`src/rtl/bp_be_stride_prefetch_scheduler_pkg.sv`:
```
// Shared types for the stride prefetch scheduler: stream entry layout and credit sizing.
`default_nettype none

`define BP_BE_DECLARE_STRIDE_STREAM_S(vaddr_width_mp, stride_width_mp, page_offset_width_mp, credit_width_mp) \
  typedef struct packed { \
    logic                                        v; \
    logic [vaddr_width_mp-1:0]                   pc; \
    logic [vaddr_width_mp-1:0]                   next_addr; \
    logic [stride_width_mp-1:0]                  stride; \
    logic [vaddr_width_mp-page_offset_width_mp-1:0] tag; \
    logic [credit_width_mp-1:0]                  credits; \
  } bp_be_stride_stream_s

package bp_be_stride_prefetch_scheduler_pkg;

  localparam int unsigned bp_be_default_degree_gp = 4;

  // Credits count down from degree to 0 inclusive.
  function automatic int unsigned bp_be_credit_width(input int unsigned degree);
    return $clog2(degree + 1);
  endfunction

endpackage

`default_nettype wire

```
`src/rtl/bsg_arb_round_robin.sv`:
```
// Round-robin grant: priority starts at the index after the last accepted grant.
`default_nettype none

module bsg_arb_round_robin #(
  parameter int width_p = 4
) (
  input  logic                       clk_i,
  input  logic                       reset_n_i,
  input  logic                       clear_i,
  input  logic [width_p-1:0]         reqs_i,
  output logic [$clog2(width_p)-1:0] grant_o,
  output logic                       v_o,
  input  logic                       yumi_i
);

  localparam int lg_width_lp = $clog2(width_p);

  logic [lg_width_lp-1:0] prio_q, prio_d;
  logic [lg_width_lp-1:0] idx;

  // Scan from highest offset down so the nearest request to prio_q wins.
  always_comb begin
    v_o     = 1'b0;
    grant_o = '0;
    idx     = '0;
    for (int k = width_p - 1; k >= 0; k--) begin
      idx = prio_q + lg_width_lp'(k);
      if (reqs_i[idx]) begin
        v_o     = 1'b1;
        grant_o = idx;
      end
    end
  end

  always_comb begin
    prio_d = prio_q;
    if (clear_i)
      prio_d = '0;
    else if (yumi_i && v_o)
      prio_d = grant_o + lg_width_lp'(1);
  end

  always_ff @(posedge clk_i or negedge reset_n_i) begin
    if (!reset_n_i)
      prio_q <= '0;
    else
      prio_q <= prio_d;
  end

endmodule

`default_nettype wire

```
`src/rtl/bp_be_stride_prefetch_scheduler.sv`:
```
// Tracks confirmed striding loads by PC and issues a budget of prefetches per
// confirmation, one request per accepted handshake, never crossing a page.
`default_nettype none

module bp_be_stride_prefetch_scheduler
  import bp_be_stride_prefetch_scheduler_pkg::*;
#(
  parameter int vaddr_width_p       = 39,
  parameter int stride_width_p      = 8,
  parameter int streams_p           = 4,
  parameter int degree_p            = bp_be_default_degree_gp,
  parameter int page_offset_width_p = 12
) (
  input  logic                      clk_i,
  input  logic                      reset_n_i,
  input  logic                      confirm_v_i,
  input  logic [vaddr_width_p-1:0]  confirm_pc_i,
  input  logic [vaddr_width_p-1:0]  confirm_addr_i,
  input  logic [stride_width_p-1:0] confirm_stride_i,
  input  logic                      flush_i,
  output logic                      pf_v_o,
  output logic [vaddr_width_p-1:0]  pf_addr_o,
  input  logic                      pf_ready_i,
  output logic [streams_p-1:0]      active_o
);

  localparam int credit_width_lp = bp_be_credit_width(degree_p);
  localparam int idx_width_lp    = $clog2(streams_p);

  `BP_BE_DECLARE_STRIDE_STREAM_S(vaddr_width_p, stride_width_p, page_offset_width_p, credit_width_lp);

  function automatic logic [vaddr_width_p-1:0] sext(input logic [stride_width_p-1:0] s);
    return {{(vaddr_width_p - stride_width_p){s[stride_width_p-1]}}, s};
  endfunction

  bp_be_stride_stream_s [streams_p-1:0] streams_q, streams_d;
  logic [idx_width_lp-1:0]  repl_q, repl_d;
  logic                     pf_v_q, pf_v_d;
  logic [vaddr_width_p-1:0] pf_addr_q, pf_addr_d;

  logic [streams_p-1:0]     eligible;
  logic [idx_width_lp-1:0]  grant_idx;
  logic                     grant_v;
  logic                     load_en;
  logic                     issue_en;

  logic                     hit_v, free_v, confirm_en;
  logic [idx_width_lp-1:0]  hit_idx, free_idx, confirm_idx;
  logic [vaddr_width_p-1:0] confirm_next;

  for (genvar i = 0; i < streams_p; i++) begin : g_stream
    assign active_o[i] = streams_q[i].v;
    assign eligible[i] = streams_q[i].v
                       && (streams_q[i].credits != '0)
                       && (streams_q[i].next_addr[vaddr_width_p-1:page_offset_width_p] == streams_q[i].tag);
  end

  // Output register reloads when empty or being consumed this cycle.
  assign load_en  = !pf_v_q || pf_ready_i;
  assign issue_en = load_en && grant_v && !flush_i;

  bsg_arb_round_robin #(
    .width_p (streams_p)
  ) arb (
    .clk_i     (clk_i),
    .reset_n_i (reset_n_i),
    .clear_i   (flush_i),
    .reqs_i    (eligible),
    .grant_o   (grant_idx),
    .v_o       (grant_v),
    .yumi_i    (issue_en)
  );

  // PC match; lowest-index invalid slot is the allocation choice on a miss.
  always_comb begin
    hit_v    = 1'b0;
    hit_idx  = '0;
    free_v   = 1'b0;
    free_idx = '0;
    for (int i = streams_p - 1; i >= 0; i--) begin
      if (streams_q[i].v && (streams_q[i].pc == confirm_pc_i)) begin
        hit_v   = 1'b1;
        hit_idx = idx_width_lp'(i);
      end
      if (!streams_q[i].v) begin
        free_v   = 1'b1;
        free_idx = idx_width_lp'(i);
      end
    end
  end

  assign confirm_en   = confirm_v_i && (confirm_stride_i != '0);
  assign confirm_idx  = hit_v ? hit_idx : (free_v ? free_idx : repl_q);
  assign confirm_next = confirm_addr_i + sext(confirm_stride_i);

  // Issue is applied first so that a same-entry confirm overwrites its update.
  always_comb begin
    streams_d = streams_q;
    repl_d    = repl_q;
    pf_v_d    = pf_v_q;
    pf_addr_d = pf_addr_q;

    if (load_en) begin
      pf_v_d = grant_v;
      if (grant_v) begin
        pf_addr_d = streams_q[grant_idx].next_addr;
        streams_d[grant_idx].next_addr = streams_q[grant_idx].next_addr
                                       + sext(streams_q[grant_idx].stride);
        streams_d[grant_idx].credits   = streams_q[grant_idx].credits
                                       - credit_width_lp'(1);
      end
    end

    if (confirm_en) begin
      if (!hit_v && !free_v)
        repl_d = repl_q + idx_width_lp'(1);
      streams_d[confirm_idx].v         = 1'b1;
      streams_d[confirm_idx].pc        = confirm_pc_i;
      streams_d[confirm_idx].next_addr = confirm_next;
      streams_d[confirm_idx].stride    = confirm_stride_i;
      streams_d[confirm_idx].tag       = confirm_next[vaddr_width_p-1:page_offset_width_p];
      streams_d[confirm_idx].credits   = credit_width_lp'(degree_p);
    end

    if (flush_i) begin
      for (int i = 0; i < streams_p; i++) begin
        streams_d[i].v       = 1'b0;
        streams_d[i].credits = '0;
      end
      repl_d = '0;
      pf_v_d = 1'b0;
    end
  end

  always_ff @(posedge clk_i or negedge reset_n_i) begin
    if (!reset_n_i) begin
      streams_q <= '0;
      repl_q    <= '0;
      pf_v_q    <= 1'b0;
      pf_addr_q <= '0;
    end else begin
      streams_q <= streams_d;
      repl_q    <= repl_d;
      pf_v_q    <= pf_v_d;
      pf_addr_q <= pf_addr_d;
    end
  end

  assign pf_v_o    = pf_v_q;
  assign pf_addr_o = pf_addr_q;

endmodule

`default_nettype wire

```
`config.mk`:
```
export PLATFORM = sky130hd
export DESIGN_NAME = bp_be_stride_prefetch_scheduler
export DESIGN_NICKNAME = d
export VERILOG_FILES = /design/src/rtl/bp_be_stride_prefetch_scheduler_pkg.sv /design/src/rtl/bsg_arb_round_robin.sv /design/src/rtl/bp_be_stride_prefetch_scheduler.sv
export SDC_FILE = /design/constraint.sdc
export NUM_CORES = 1
export LEC_CHECK = 0
export ABC_AREA = 1
export CORE_ASPECT_RATIO = 1.5
export CORE_MARGIN = 2
export CORE_UTILIZATION = 45
export CTS_CLUSTER_SIZE = 25
export DETAILED_ROUTE_END_ITERATION = 8
export HOLD_SLACK_MARGIN = 0.1
export SYNTH_ARGS = -nofsm -noshare
export SYNTH_HDL_FRONTEND = slang
export SYNTH_SLANG_ARGS = --single-unit
```
`constraint.sdc`:
```
create_clock -name clk_i -period 4.2 [get_ports clk_i]
set_input_delay 0.63 -clock clk_i [delete_from_list [all_inputs] [get_ports clk_i]]
set_output_delay 0.63 -clock clk_i [all_outputs]
set_load 0.1 [all_outputs]
```
; ---- After elaboration in Yosys (flattened, before gate mapping)
; Index checks and enable logic that the tools add are counted.
[word_totals]
ff_bits = 512
in_bits = 91
out_inout_bits = 44
[classes]
add_sub_neg = 8
order_cmp = 8
eq_ne = 8
n_mux = 75
n_reduce_logical = 35
[ops]
columns = op, n
row1 = $bwmux W468, 8
row2 = $demux W117 S2, 8
row3 = $mux W468, 3
row4 = $bmux W117 S2, 1
row5 = $mux W77, 3
row6 = $eq A39 B39 Y1, 4
row7 = $mux W117, 1
row8 = $mux W116, 1
row9 = $eq A27 B27 Y1, 4
row10 = $add A39 B39 Y39, 2
row11 = $mux W2, 19
row12 = $mux W38, 1
row13 = $mux W30, 1
row14 = $logic_and A1 B1 Y1, 19
row15 = $mux W1, 19
row16 = $lt A2 B3 Y1 const B, 6
row17 = $mux W4, 3
row18 = $reduce_bool A3 Y1, 4
row19 = $mux W3, 3
row20 = $bmux W1 S2, 4
row21 = $reduce_bool A2 Y1, 4
row22 = $reduce_bool A8 Y1, 1
row23 = $add A2 B1 Y2 const B, 3
row24 = $add A2 B2 Y2 const B, 2
row25 = 5 further kinds, 10

; ---- Depth between registers and ports, before layout
[depth]
ltp_word = 25
ltp_mapped = 41

; ---- By module
; From an unflattened synthesis, not the netlist that was laid out.
[unflattened]
hier_cells = 4504
area_unflattened_um2 = 31390.1
[modules_own_cells]
columns = module, instances, cells_each, area_per_inst_um2, seq_area_each_um2
row1 = bp_be_stride_prefetch_scheduler, 1, 4434, 31024.8, 12762.2
row2 = bsg_arb_round_robin, 1, 70, 365.4, 50.0

; ---- Least setup slack after synthesis
; Ideal clock, no wire load.
[synth_path]
kind = reg-to-reg
from = register streams_q[253] (netlist name)
to = register streams_q[308] (netlist name)
arrival_ps = 4508
setup_slack_ps = -390
path_stages_with_launch = 33
path_buffers = 2
period_less_slack_ps = 4590
cell_sequence = dfrtp_1 xnor2_1 nand2_1 nor2_1 nand2_1 nor2_1 nand3_1 nand2_1 nand2_1 nand2_2 inv_2 nand3_1 nand2_1 a21oi_2 buf_4 buf_2 a31o_1 inv_1 ha_1 fa_1 nand3_1 nand2_1 a21oi_1 o21ai_1 a21oi_1 o21ai_1 nand3_1 nand2_1 a21o_1 a21oi_1 xor2_1 nor2_1 o21ai_0
[synth_lines]
columns = item, line_no
row1 = from (decl), bp_be_stride_prefetch_scheduler.sv:36  ; bp_be_stride_stream_s [streams_p-1:0] streams_q, streams_d;
row2 = from (signal assigned), bp_be_stride_prefetch_scheduler.sv:142  ; streams_q <= streams_d;

==> run metrics <==
kind of critical path=reg -> reg; die footprint=71,300 um2; kind of end point of the critical path=flip-flop; top cell types by occurrence after synthesis=sky130_fd_sc_hd__nand2_1 (1,338), sky130_fd_sc_hd__dfrtp_1 (512), sky130_fd_sc_hd__inv_1 (461); Antenna diodes=0; vias=32,600; Num CTS Buffers=53; placement-stage worst setup slack=-1.51 ns; type of element launching the critical path=flip-flop; Worst path slowest cell=sky130_fd_sc_hd__dfrtp_1; Critical Path Start=streams_q[300]; max-cap violations=0; delay of the slowest critical-path stage=0.40 ns; worst path setup slack after routing=-0.800 ns; CTS clk-pin slew, worst paths=0.07 ns; cell chosen for the clock root=sky130_fd_sc_hd__clkbuf_16; number of synthesized flops with an enable pin=0; Detailed Routing Iterations Pass 1=8; area growth from synthesis to layout=38.7%; die boundary height=326 um; num rows=118; startpoint of the worst hold path=streams_q[385]; source-to-sink clock delay at the later pin of the worst-skew pair=0.67 ns; clock tree sinks=512; number of placed cells counting well taps=5,799; proportion of register bits with asynchronous set or reset after synthesis=1.00; cell type with the highest aggregate area in the netlist=sky130_fd_sc_hd__dfrtp_1; flip-flop and latch count after synthesis=512; Total Wirelength=133,000 um; time the final worst path needs with I/O delays and setup=5.00 ns; share of Yosys cell area claimed by the top area cell type=0.412; most frequent cell after synthesis=sky130_fd_sc_hd__nand2_1; Post-synth top flop=sky130_fd_sc_hd__dfrtp_1; PortBufs=134; area after detailed placement=38,100 um2; initial cell density of the core=0.453; Yosys cell types=63; skew final=0.0287 ns; WHS=0.487 ns; net count reported at finish=5,237; clock buffer depth=3; result of the run=complete, but fails checks; remaining global-route overflow=0; final HPWL from detailed placement=101,000 um; IR drop worst, VDD=0.372 mV; drc violations=0; largest net degree at the start of global routing=92; Hold/Removal Path Class=reg -> reg; number of fillers in the final layout=6,245; failing checks=setup timing; TritonCTS clock tree=yes; post-detailed-route wirelength per cell=22.1 um; global-route wire length before repair=194,000 um; number of antenna violations at the first check in global routing=2; mapped cell area=31,100 um2; top post-synthesis cells by area=sky130_fd_sc_hd__dfrtp_1 (41%), sky130_fd_sc_hd__nand2_1 (16%), sky130_fd_sc_hd__o21ai_0 (5.8%); ANT nets after route=0; initial DRC count=2,424; number of warnings reported in the yosys synthesis log=0; total global routing track utilization=0.368; syn_nets=4,450; share of post-route cells with drive strength above 1=0.257; total negative slack for setup checks=-68.60 ns; IO Count=135; tightest slew margin relative to the limit=0.0655; standard cell core area=68,800 um2; Final Max Tran Viols=0; share of the clock period used by the worst path after layout=1.19; setup repair after global routing missed its margin=yes; weighted congestion reported at the end of routability-driven placement=1.04; number of hold-slack violations in the final timing report=0; H-tree level count=2; reg-to-reg critical path startpoint=streams_q[300]; worst path required time=4.75 ns; Mean Syn Cell Area=7.28 um2; Layout Cells excl Fill=6,005; power density cells=580 nW/um2; Horiz. Die Dim=219 um; cells after synthesis=4,276; via count of the first global-routing pass=32,100; count of final setup violators=136; post-synthesis sequential area ratio=0.412; largest driver fanout on the critical path=7; via count normalized by instance count=5.42; signal arrival time at the worst endpoint=5.54 ns; f_max=200 MHz; static leakage power=0.0213 uW; final design area excluding fillers=43,200 um2; Worst Tran Pin Value=1.39 ns
==> worst max-delay path, delay by kind of cell, from the launching register on <==
kind                       cells  cell delay (ns)
AOI/OAI and AO/OA              5             0.63
xor gates and xnor gates       2             0.43
adders and majority gates      1             0.30
buffers and inverters          9             0.99
DFF                            1             0.40
and+or+nand+nor               19             2.09
==> final timing paths <==
kind | endpoint | slack (ns) | cells past startpoint
setup / recovery | streams_q[73] | -0.80 | 36
hold / removal | streams_q[385] | 0.49 | 2
setup reg to reg | streams_q[73] | -0.80 | 36
hold reg to reg | streams_q[385] | 0.49 | 2
max in group asynchronous | streams_q[67] | 2.54 | 3
min in group asynchronous | streams_q[203] | 0.58 | 2
==> power breakdown <==
group / leakage, uW / switching [uW] / internal, uW / total (uW)
combinational: 0.0140 / 7340 / 5400 / 12700
clock: 0.000897 / 2230 / 2910 / 5140
sequential: 0.00644 / 986 / 6210 / 7190
==> cells by family (layout without fill, tap and decap cells) <==
| logic type | count (synthesis) | in the layout | share of synthesized area |
|---|---|---|---|
| compound gates | 1017 | 1017 | 0.185 |
| simple gates | 1832 | 1833 | 0.236 |
| buf+inv | 692 | 1520 | 0.0944 |
| fa+ha+maj | 83 | 83 | 0.0338 |
| xor+xnor | 140 | 140 | 0.0396 |
| flops | 512 | 512 | 0.412 |
==> final cells by class <==
cell class | instances | area, um2 | area share
well taps | 900 | 1130 | 0.0261
clock inverters | 21 | 312 | 0.00721
repair buffers | 903 | 8010 | 0.186
flip-flops and latches | 512 | 12800 | 0.297
inverters | 520 | 1970 | 0.0456
multi-input cells | 3073 | 17400 | 0.404
clock buffers | 76 | 1520 | 0.0353
==> layout by cell type, fill, tap and decap left out, types with 57 or more instances in the layout <==
cell                              Yosys  layout
sky130_fd_sc_hd__inv_2               51      88
sky130_fd_sc_hd__nand2_2             12      86
sky130_fd_sc_hd__clkdlybuf4s50_1      0     133
sky130_fd_sc_hd__o21ai_0            358     290
sky130_fd_sc_hd__xor2_1              67      57
sky130_fd_sc_hd__nand2_1           1338    1244
sky130_fd_sc_hd__nor2_1             274     217
sky130_fd_sc_hd__dfrtp_1            512     509
sky130_fd_sc_hd__o21ai_1            270     305
sky130_fd_sc_hd__buf_4               22     677
sky130_fd_sc_hd__nand3_1             94      77
sky130_fd_sc_hd__a21oi_1            146     112
sky130_fd_sc_hd__o211ai_1            79      79
sky130_fd_sc_hd__inv_1              461     419
==> registers in the layout, indices dropped and copies added (netlist names) <==
signal	count
streams_q	464
pf_v_o	1
pf_addr_o	39
active_o	4
repl_q	2
arb.prio_q	2
==> per-layer routing <==
metal  GRT usage  share of wire  wire, um
met3      0.0414          0.046      6100
met1       0.386           0.35     45900
met2       0.639           0.49     65300
met5           0       0.000090        12
met4       0.343           0.12     15600
==> stage by stage <==
stage               power [uW]   util
finish                   25100  0.628
global route             26200  0.628
CTS                      24100  0.610
detailed placement       17800  0.553
global placement         17800  0.553
floorplan                12300      -
==> repair_timing <==
item / CTS / global route
hold buffers: 1 / 0
gates cloned: 5 / 2
pin swaps: 104 / 143
hold endpoints to repair: 82 / 0
buffers inserted: 67 / 38
setup endpoints to repair: 143 / 148
resized for setup: 331 / 240
Power figures use the tool's default switching activity.
